[src/rtl/sha256_pad_pkg.sv]
// Shared types, sizes and the padded-byte rule for the SHA256 message padder.
// Latency: n/a (package only).
// Backpressure: n/a (package only).
package sha256_pad_pkg;

  typedef enum logic [1:0] {
    ST_IDLE    = 2'd0,
    ST_FETCH   = 2'd1,
    ST_PRESENT = 2'd2,
    ST_DONE    = 2'd3
  } pad_state_t;

  localparam int WORD_W          = 32;
  localparam int BLOCK_WORDS     = 16;
  localparam int BLOCK_BYTES     = 64;
  localparam int LEN_FIELD_BYTES = 8;

  // Five FETCH cycles per word: four byte slots plus one drain slot for the
  // last SRAM read to land in the assembler.
  localparam int FETCH_SLOTS = 5;

  // Block counter width; the stream byte index is {block, word, byte}.
  // Six bits cover up to 63 blocks, far beyond the default message size.
  localparam int BLK_W = 6;
  localparam int IDX_W = BLK_W + 6;

  // Byte i of the padded stream for a message of len bytes spread over nblk
  // blocks. sram_byte is used only when i falls inside the message.
  function automatic logic [7:0] pad_byte(
    input logic [IDX_W-1:0] i,
    input logic [IDX_W-1:0] len,
    input logic [BLK_W-1:0] nblk,
    input logic [7:0]       sram_byte
  );
    logic [IDX_W-1:0] len_field_start;
    logic [63:0]      bit_len;
    len_field_start = IDX_W'(int'(nblk) * BLOCK_BYTES - LEN_FIELD_BYTES);
    bit_len         = {{(64-IDX_W-3){1'b0}}, len, 3'b000};
    if (i < len) begin
      pad_byte = sram_byte;
    end else if (i == len) begin
      pad_byte = 8'h80;
    end else if (i >= len_field_start) begin
      // The length field starts 8-byte aligned, so i[2:0] is the byte
      // position inside the big-endian 64-bit bit count.
      pad_byte = 8'(bit_len >> {3'd7 - i[2:0], 3'b000});
    end else begin
      pad_byte = 8'h00;
    end
  endfunction

endpackage

[src/rtl/sha256_pad_word_asm.sv]
// 4-byte shift assembler: bytes enter at the LSB so the first byte ends in [31:24].
// Latency: one cycle per loaded byte; word complete after four loads.
// Backpressure: none; holds its value whenever load and clear are low.
import sha256_pad_pkg::*;

module sha256_pad_word_asm (
  input  logic              clk,
  input  logic              reset,
  input  logic              i_clear,
  input  logic              i_load,
  input  logic [7:0]        i_byte,
  output logic [WORD_W-1:0] o_word
);

  logic [WORD_W-1:0] r_word;

  // Shift the new byte in from the bottom; clear takes priority over load.
  always_ff @(posedge clk or negedge reset) begin
    if (!reset) begin
      r_word <= '0;
    end else if (i_clear) begin
      r_word <= '0;
    end else if (i_load) begin
      r_word <= {r_word[WORD_W-9:0], i_byte};
    end
  end

  assign o_word = r_word;

endmodule

[src/rtl/sha256_msg_padder.sv]
// Reads a message from byte SRAM and emits SHA256-padded blocks as 16 big-endian words.
// Latency: first word valid 5 cycles after go is taken; each later word 5 cycles after the previous transfer.
// Backpressure: valid/ready; while stalled the word and flags hold and no SRAM reads are issued.
import sha256_pad_pkg::*;

module sha256_msg_padder #(
  parameter  int MAX_MESSAGE_LENGTH = 247,
  parameter  int SYMBOL_WIDTH       = 8,
  localparam int LEN_W              = $clog2(MAX_MESSAGE_LENGTH + 1),
  localparam int ADDR_W             = $clog2(MAX_MESSAGE_LENGTH)
) (
  input  logic                    clk,
  input  logic                    reset,
  input  logic                    xxx__pad__go,
  input  logic [LEN_W-1:0]        xxx__pad__msg_length,
  output logic                    pad__xxx__finish,
  output logic [ADDR_W-1:0]       pad__msg__address,
  output logic                    pad__msg__enable,
  output logic                    pad__msg__write,
  input  logic [SYMBOL_WIDTH-1:0] msg__pad__data,
  output logic [WORD_W-1:0]       pad__sch__word,
  output logic                    pad__sch__valid,
  input  logic                    sch__pad__ready,
  output logic [3:0]              pad__sch__word_index,
  output logic                    pad__sch__first,
  output logic                    pad__sch__last
);

  pad_state_t r_state;
  pad_state_t w_state_nxt;

  logic [IDX_W-1:0] r_len;
  logic [BLK_W-1:0] r_nblk;
  logic [BLK_W-1:0] r_blk;
  logic [3:0]       r_word;
  logic [2:0]       r_slot;

  logic [IDX_W-1:0] w_len_in;
  logic [IDX_W-1:0] w_len_clamp;
  logic [IDX_W-1:0] w_len_plus;
  logic [BLK_W-1:0] w_nblk_in;
  logic             w_go_take;
  logic             w_in_fetch;
  logic             w_slot_last;
  logic             w_xfer;
  logic             w_word_last;
  logic             w_stream_last;
  logic [1:0]       w_prev_slot;
  logic [IDX_W-1:0] w_fetch_idx;
  logic [IDX_W-1:0] w_prev_idx;
  logic             w_rd_en;
  logic             w_asm_load;
  logic [7:0]       w_asm_byte;
  logic [WORD_W-1:0] w_asm_word;

  // Length clamp and block count for the run being started: N = (L+8)/64 + 1.
  always_comb begin
    w_len_in    = IDX_W'(xxx__pad__msg_length);
    w_len_clamp = w_len_in;
    if (w_len_in > IDX_W'(MAX_MESSAGE_LENGTH)) begin
      w_len_clamp = IDX_W'(MAX_MESSAGE_LENGTH);
    end
    w_len_plus = w_len_clamp + IDX_W'(LEN_FIELD_BYTES);
    w_nblk_in  = BLK_W'(w_len_plus >> 6) + BLK_W'(1);
  end

  assign w_go_take     = (r_state == ST_IDLE) && xxx__pad__go;
  assign w_in_fetch    = (r_state == ST_FETCH);
  assign w_slot_last   = (r_slot == 3'(FETCH_SLOTS - 1));
  assign w_xfer        = (r_state == ST_PRESENT) && sch__pad__ready;
  assign w_word_last   = (r_word == 4'(BLOCK_WORDS - 1));
  assign w_stream_last = w_word_last && (r_blk == (r_nblk - BLK_W'(1)));

  // Slot c reads byte c of the current word; the byte read in the previous
  // slot is the one being shifted in (slot 4 wraps back to byte 3).
  assign w_prev_slot = r_slot[1:0] - 2'd1;
  assign w_fetch_idx = {r_blk, r_word, r_slot[1:0]};
  assign w_prev_idx  = {r_blk, r_word, w_prev_slot};

  assign w_rd_en    = w_in_fetch && !w_slot_last && (w_fetch_idx < r_len);
  assign w_asm_load = w_in_fetch && (r_slot != 3'd0);
  assign w_asm_byte = pad_byte(w_prev_idx, r_len, r_nblk, msg__pad__data[7:0]);

  // Run state register.
  always_ff @(posedge clk or negedge reset) begin
    if (!reset) begin
      r_state <= ST_IDLE;
    end else begin
      r_state <= w_state_nxt;
    end
  end

  // Next-state: go only matters in IDLE, so a held go cannot restart a run mid-way.
  always_comb begin
    w_state_nxt = r_state;
    case (r_state)
      ST_IDLE: begin
        if (xxx__pad__go) begin
          w_state_nxt = ST_FETCH;
        end
      end
      ST_FETCH: begin
        if (w_slot_last) begin
          w_state_nxt = ST_PRESENT;
        end
      end
      ST_PRESENT: begin
        if (sch__pad__ready) begin
          w_state_nxt = w_stream_last ? ST_DONE : ST_FETCH;
        end
      end
      ST_DONE: begin
        w_state_nxt = ST_IDLE;
      end
      default: begin
        w_state_nxt = ST_IDLE;
      end
    endcase
  end

  // Run parameters, fetch slot, and word/block position counters.
  always_ff @(posedge clk or negedge reset) begin
    if (!reset) begin
      r_len  <= '0;
      r_nblk <= '0;
      r_blk  <= '0;
      r_word <= '0;
      r_slot <= '0;
    end else begin
      if (w_go_take) begin
        r_len  <= w_len_clamp;
        r_nblk <= w_nblk_in;
        r_blk  <= '0;
        r_word <= '0;
        r_slot <= '0;
      end
      if (w_in_fetch) begin
        r_slot <= w_slot_last ? 3'd0 : r_slot + 3'd1;
      end
      if (w_xfer) begin
        r_word <= r_word + 4'd1;
        if (w_word_last) begin
          r_blk <= r_blk + BLK_W'(1);
        end
      end
    end
  end

  sha256_pad_word_asm u_word_asm (
    .clk     (clk),
    .reset   (reset),
    .i_clear (w_go_take),
    .i_load  (w_asm_load),
    .i_byte  (w_asm_byte),
    .o_word  (w_asm_word)
  );

  assign pad__msg__enable     = w_rd_en;
  assign pad__msg__address    = w_rd_en ? w_fetch_idx[ADDR_W-1:0] : '0;
  assign pad__msg__write      = 1'b0;
  assign pad__sch__word       = w_asm_word;
  assign pad__sch__valid      = (r_state == ST_PRESENT);
  assign pad__sch__word_index = r_word;
  assign pad__sch__first      = pad__sch__valid && (r_blk == '0) && (r_word == 4'd0);
  assign pad__sch__last       = pad__sch__valid && w_stream_last;
  assign pad__xxx__finish     = (r_state == ST_DONE);

endmodule

[config.mk]
export PLATFORM = sky130hd
export DESIGN_NAME = sha256_msg_padder
export DESIGN_NICKNAME = d
export VERILOG_FILES = /design/src/rtl/sha256_pad_pkg.sv /design/src/rtl/sha256_pad_word_asm.sv /design/src/rtl/sha256_msg_padder.sv
export SDC_FILE = /design/constraint.sdc
export NUM_CORES = 1
export LEC_CHECK = 0
export BUFFER_PORTS_ARGS = -buffer_cell sky130_fd_sc_hd__buf_2
export CORE_MARGIN = 2
export CORE_UTILIZATION = 40
export DETAILED_ROUTE_END_ITERATION = 6
export SYNTH_ARGS = -nofsm -noshare
export SYNTH_HDL_FRONTEND = slang
export SYNTH_SLANG_ARGS = --single-unit
[constraint.sdc]
create_clock -name clk -period 3 [get_ports clk]
set_input_delay 0.6 -clock clk [delete_from_list [all_inputs] [get_ports clk]]
set_output_delay 0.6 -clock clk [all_outputs]
set_load 0.02 [all_outputs]
[Yosys cells after proc, flatten, opt, wreduce, memory -nomap -nowiden]
Cells that the tools add are included.
Word-level totals
  logic and storage cells: 69
  bits in registers: 65
  input port bits: 20
Operators by class
  reduce and logical (&&, ||, !) cells: 18
  add/subtract/negate cells: 9
  $lt $le $gt $ge: 4
  mux-type cells: 20
  equal/unequal tests: 10
  shift operators: 1
Operators by type and width (count)
  two-way mux 32 bit: 2
  two-way mux 8 bit: 5
  < comparator 12 bit: 2
  two-way mux 6 bit: 3
  right shift 15 x 6 -> 8 bit: 1
  adder 12 x 4 -> 12 bit, second input constant: 1
  adder 6 x 1 -> 6 bit, second input constant: 2
  == test 12 bit: 1
  >= comparator 12 bit: 1
  subtractor 12 x 4 -> 12 bit, second input constant: 1
  logical AND 1 bit: 9
  two-way mux 3 bit: 3
  > comparator 8 bit, second input constant: 1
  two-way mux 2 bit: 4
  two-way mux 4 bit: 2
  one-hot mux 2 bit (4 select lines): 1
  == test 6 bit: 1
  logical NOT 6 bit: 1
  nonzero test 2 bit: 3
  subtractor 6 x 1 -> 6 bit, second input constant: 1
  adder 4 x 1 -> 4 bit, second input constant: 1
  == test 2 bit, second input constant: 2
  == test 4 bit, second input constant: 1
  logical NOT 4 bit: 1
  other kinds (11): 12

[Logic depth before layout (Yosys ltp)]
  word-level depth: 8
  mapped depth: 10
  mapped depth without buffers: 10

[Cells and area by module]
From an unflattened synthesis, not the netlist that was laid out.
Second synthesis, totals
  cells, all modules: 333
  area, all modules: 3311.9 µm²
Modules (own cells, without submodules)
  sha256_msg_padder: area an instance 1988.2 µm², cells each 230, times used 1
  sha256_pad_word_asm: area an instance 1323.8 µm², cells each 103, times used 1

[Worst setup path after synthesis]
No wires, ideal clock.
  path type: reg-to-output
  start: reg r_blk[4]
  end: out pad__msg__address[4]
  cell stages (with the launch flop): 6
  slack: 164 ps
  arrival: 2236 ps
  cell sequence: dfrtp_1 > or4_4 > a211oi_2 > o21ai_2 > nor3_1 > and2_1
On the way
  word-level cells in the longest chain between the ends: 3
RTL lines
  start, declared: line sha256_msg_padder.sv:34  | logic [BLK_W-1:0] r_blk;
  start signal, assigned: line sha256_msg_padder.sv:143  | r_blk <= r_blk + BLK_W'(1);
  < comparator 12 bit: line sha256_msg_padder.sv:80  | assign w_rd_en = w_in_fetch && !w_slot_last && (w_fetch_idx < r_len);
  logical AND 1 bit: line sha256_msg_padder.sv:80
  net pad__msg__enable: line sha256_msg_padder.sv:18  | output logic pad__msg__enable,
  two-way mux 8 bit: line sha256_msg_padder.sv:159  | assign pad__msg__address = w_rd_en ? w_fetch_idx[ADDR_W-1:0] : '0;
  end, declared: line sha256_msg_padder.sv:17  | output logic [ADDR_W-1:0] pad__msg__address,
The timed path passes the listed nets, and every way through them passes these cells.

[Final worst setup path]
  start: reg r_blk[4]
  end: out pad__msg__address[1]
On the way
  word-level cells in the longest chain between the ends: 3
RTL lines (line)
  < comparator 12 bit: sha256_msg_padder.sv:80
  logical AND 1 bit: sha256_msg_padder.sv:80
  two-way mux 8 bit: sha256_msg_padder.sv:159
Every way passes these cells.

==> results_dict.tcl <==
set metrics [dict create \
    cts.clk_slew.worst_paths_ps 70 \
    mappedNetlistArea_um2 3130 \
    critPathKind "reg -> out" \
    syn_area_per_cell_um2 10.2 \
    syn_nets 353 \
    powerDensity_nw_per_um2 1020 \
    drtAntennaViolNets 0 \
    setup_violations 0 \
    synth.lib_cells_used.distinct 44 \
    avgViaCountPerCell 5.52 \
    cts.root.buffer_cell "clkbuf_8" \
    postSynthCellCount 308 \
    power_leakage_nw 1.97 \
    cts_inserted_buffers 9 \
    globalRouteMet2Util_pct 29.0 \
    num_io_pins 70 \
    wire_per_inst_um 16.1 \
    diodes 0 \
    ys_top_cells_by_area "dfrtp_1 47%, ha_1 10%, a22o_1 7.3%, nand2_1 3.5%, o21ai_0 2.9%" \
    total_power_mw 3.94 \
    detailroute.via_count 2709 \
    initialDrtViolationCount 113 \
    unrepaired_setup_endpoints_after_global_routing "false" \
    ir_worst_vdd_mv 0.441 \
    synth_enable_flop_cells 0 \
    ys_top_cells_by_count "59 x dfrtp_1, 29 x nand2_1, 26 x a22o_1" \
    die_height_um 92.5 \
    gr-usage-all-layers_pct 19.1 \
    globalRoute.busiestLayer "met2" \
    outcome "finished clean" \
    io_buffer_count 68 \
    netlist.area_leader.share_pct 47.1 \
    global_route_congestion_overflow_total 0 \
    cts.sink_count 59 \
    critPathMaxStageDelay_ps 600 \
    holdCritPathClass "in -> async" \
    dr.pass1.iters 4 \
    start_util_pct 41.0 \
    clock_latency_ps 340 \
    achievable-frequency_mhz 349 \
    final_max_slew_viol_count 0 \
    cp.required_ps 2400 \
    endpoint_class_of_the_critical_path "output port" \
    gpl.final_weighted_congestion 0.835 \
    fill_cells 726 \
    fraction_of_synthesis_flops_using_an_asynchronous_set_or_reset_pin_pct 100 \
    globalRouteMet3Util_pct 6.10 \
    placement_rows 32 \
    h-tree-depth 3 \
    post-route-min-period_ps 2870 \
    yosys_warnings 0 \
    worstMarginPinSlew_ps 697 \
    fin_tns_setup_ps 0 \
    tritoncts "built" \
    chipWidth_um 92.5 \
    cts.repair_timing.setup_buffer_count 0 \
    first_global_vias 2605 \
    wire_length_of_the_first_global_routing_pass_um 12600 \
    drt_drc_violations_left 0 \
    maxcap_violations 0 \
    ys_seq_area_share_pct 47.1 \
    dpl.hpwl_um 5820 \
    series_of_cell_instances_along_the_critical_path "or4_4, a211oi_4, o21ai_4, nor4_1, buf_2" \
    postLayoutCoreUtil_pct 50.5 \
    yosysMostFrequentCell "dfrtp_1" \
    clock_skew_ps 7.09 \
    finalHoldViolCount 0 \
    ys_dominant_reg_cell "dfrtp_1" \
    timing.critical_path.slowest_stage_cell "or4_4" \
    syn2layout_area_growth_pct 23.3 \
    cp-start-kind "flop" \
    final_nets 429 \
    relSlewSlack_pct 53.0 \
    crit_arrival_ps 2270 \
    largest_net_degree_at_the_start_of_global_routing 26 \
    post_route_cells_drive_above_1_share_pct 26.7 \
    floorplan.die_area_um2 8550 \
    grt_antenna_before_repair 0 \
    grt_util_met1_pct 25.6 \
    ys_ff_latch 59 \
    crit_path_max_fanout 10 \
    cts_buffer_depth 2 \
    period_share_pct 95.6 \
    route.final.wire_length_um 7910 \
    fp.coreArea_um2 7650 \
    post_synthesis_cell_type_with_the_largest_combined_area "dfrtp_1" \
]
[per-stage QoR]
stage / area [um2] / cells / hold slack, ps / setup WS [ps]
after global routing: 3860 / 491 / 214 / 33.1
after global placement: 3610 / 475 / 477 / 473
after floorplan: 3130 / 308 / 304 / 164
after detailed placement: 3610 / 475 / 478 / 401
final: 3860 / 491 / 202 / 132
after CTS: 3830 / 491 / 201 / 10.3
[final cells by class]
class                      instances  area [um2]  share of cell area, %
clock buffer                      13         169                   4.37
clock inverter                     3        45.0                   1.17
inverter                          21        78.8                   2.04
multi-input combinational        216        1560                   40.3
sequential                        59        1480                   38.2
tap                              102         128                   3.31
timing repair buffer              77         408                   10.6
[report_power, final]
part | switching (mW) | leakage [nW] | internal, mW | total, mW
Sequential | 0.226 | 0.778 | 1.05 | 1.28
Clock | 0.323 | 0.102 | 0.452 | 0.775
Combinational | 1.17 | 1.09 | 0.713 | 1.88
Total | 1.72 | 1.97 | 2.22 | 3.94
[placed cells by master, fill, tap and decap left out, types with 3 or more instances in the layout]
| cell | n |
|---|---|
| buf_2 | 68 |
| a21oi_1 | 12 |
| nand3_1 | 8 |
| and3_1 | 9 |
| buf_4 | 9 |
| a22o_1 | 26 |
| o211ai_1 | 3 |
| o21ai_0 | 18 |
| inv_1 | 20 |
| mux2i_1 | 3 |
| nand2_1 | 29 |
| nor2_1 | 13 |
| dfrtp_1 | 59 |
| ha_1 | 25 |
| nor4_1 | 4 |
| nand4_1 | 4 |
| clkbuf_8 | 12 |
| xnor2_1 | 3 |
| a221o_1 | 8 |
| nor2b_1 | 5 |
| and2_1 | 5 |
| nor3_1 | 11 |
[layer usage]
layer | vias up | routed length (um)
li1 | 1283 | -
met1 | 1325 | 3830
met2 | 86 | 3430
met3 | 15 | 463
met4 | 0 | 193
met5 | - | 0
[registers in the layout, indices dropped and copies added (netlist names)]
signal / cells
pad__sch__word_index: 4
r_blk: 6
r_len: 8
r_nblk: 4
r_slot: 3
r_state: 2
u_word_asm.o_word: 32
[critical path, delay by kind of cell (launching register included)]
family	cells	cell delay, ps
simple gates	2	910
flops	1	420
compound gates	2	380
buf+inv	1	220
[cell families after synthesis]
| group | synth area share (%) |
|---|---|
| AO/OA/AOI/OAI | 18.7 |
| XOR/XNOR | 1.40 |
| adder cells (fa/ha/maj) | 9.99 |
| buffers and inverters | 4.31 |
| flip-flops | 47.1 |
| multiplexers | 0.959 |
| other | 0.120 |
| AND/OR/NAND/NOR | 17.4 |
[path summary, 6_finish.rpt]
kind,cells after the start,start,slack (ps),end
min in group clk,2,xxx__pad__msg_length[0],470,r_len[0]$_DFFE_PN0P_
setup / recovery,5,r_blk[4]$_DFF_PN0_,130,pad__msg__address[1]
hold / removal,1,reset,200,u_word_asm.o_word[21]$_DFFE_PN0P_
hold reg to reg,1,u_word_asm.o_word[24]$_DFFE_PN0P_,490,u_word_asm.o_word[24]$_DFFE_PN0P_
max in group asynchronous,2,reset,2140,r_slot[1]$_DFFE_PN0P_
setup reg to reg,10,r_slot[0]$_DFFE_PN0P_,500,u_word_asm.o_word[3]$_DFFE_PN0P_
[repair_timing]
item,4_1_cts,5_1_grt
hold buffers,0,0
endpoints found under the hold margin,0,0
resized for setup,0,5
endpoints found under the setup margin,0,6
Power figures use the tool's default switching activity.
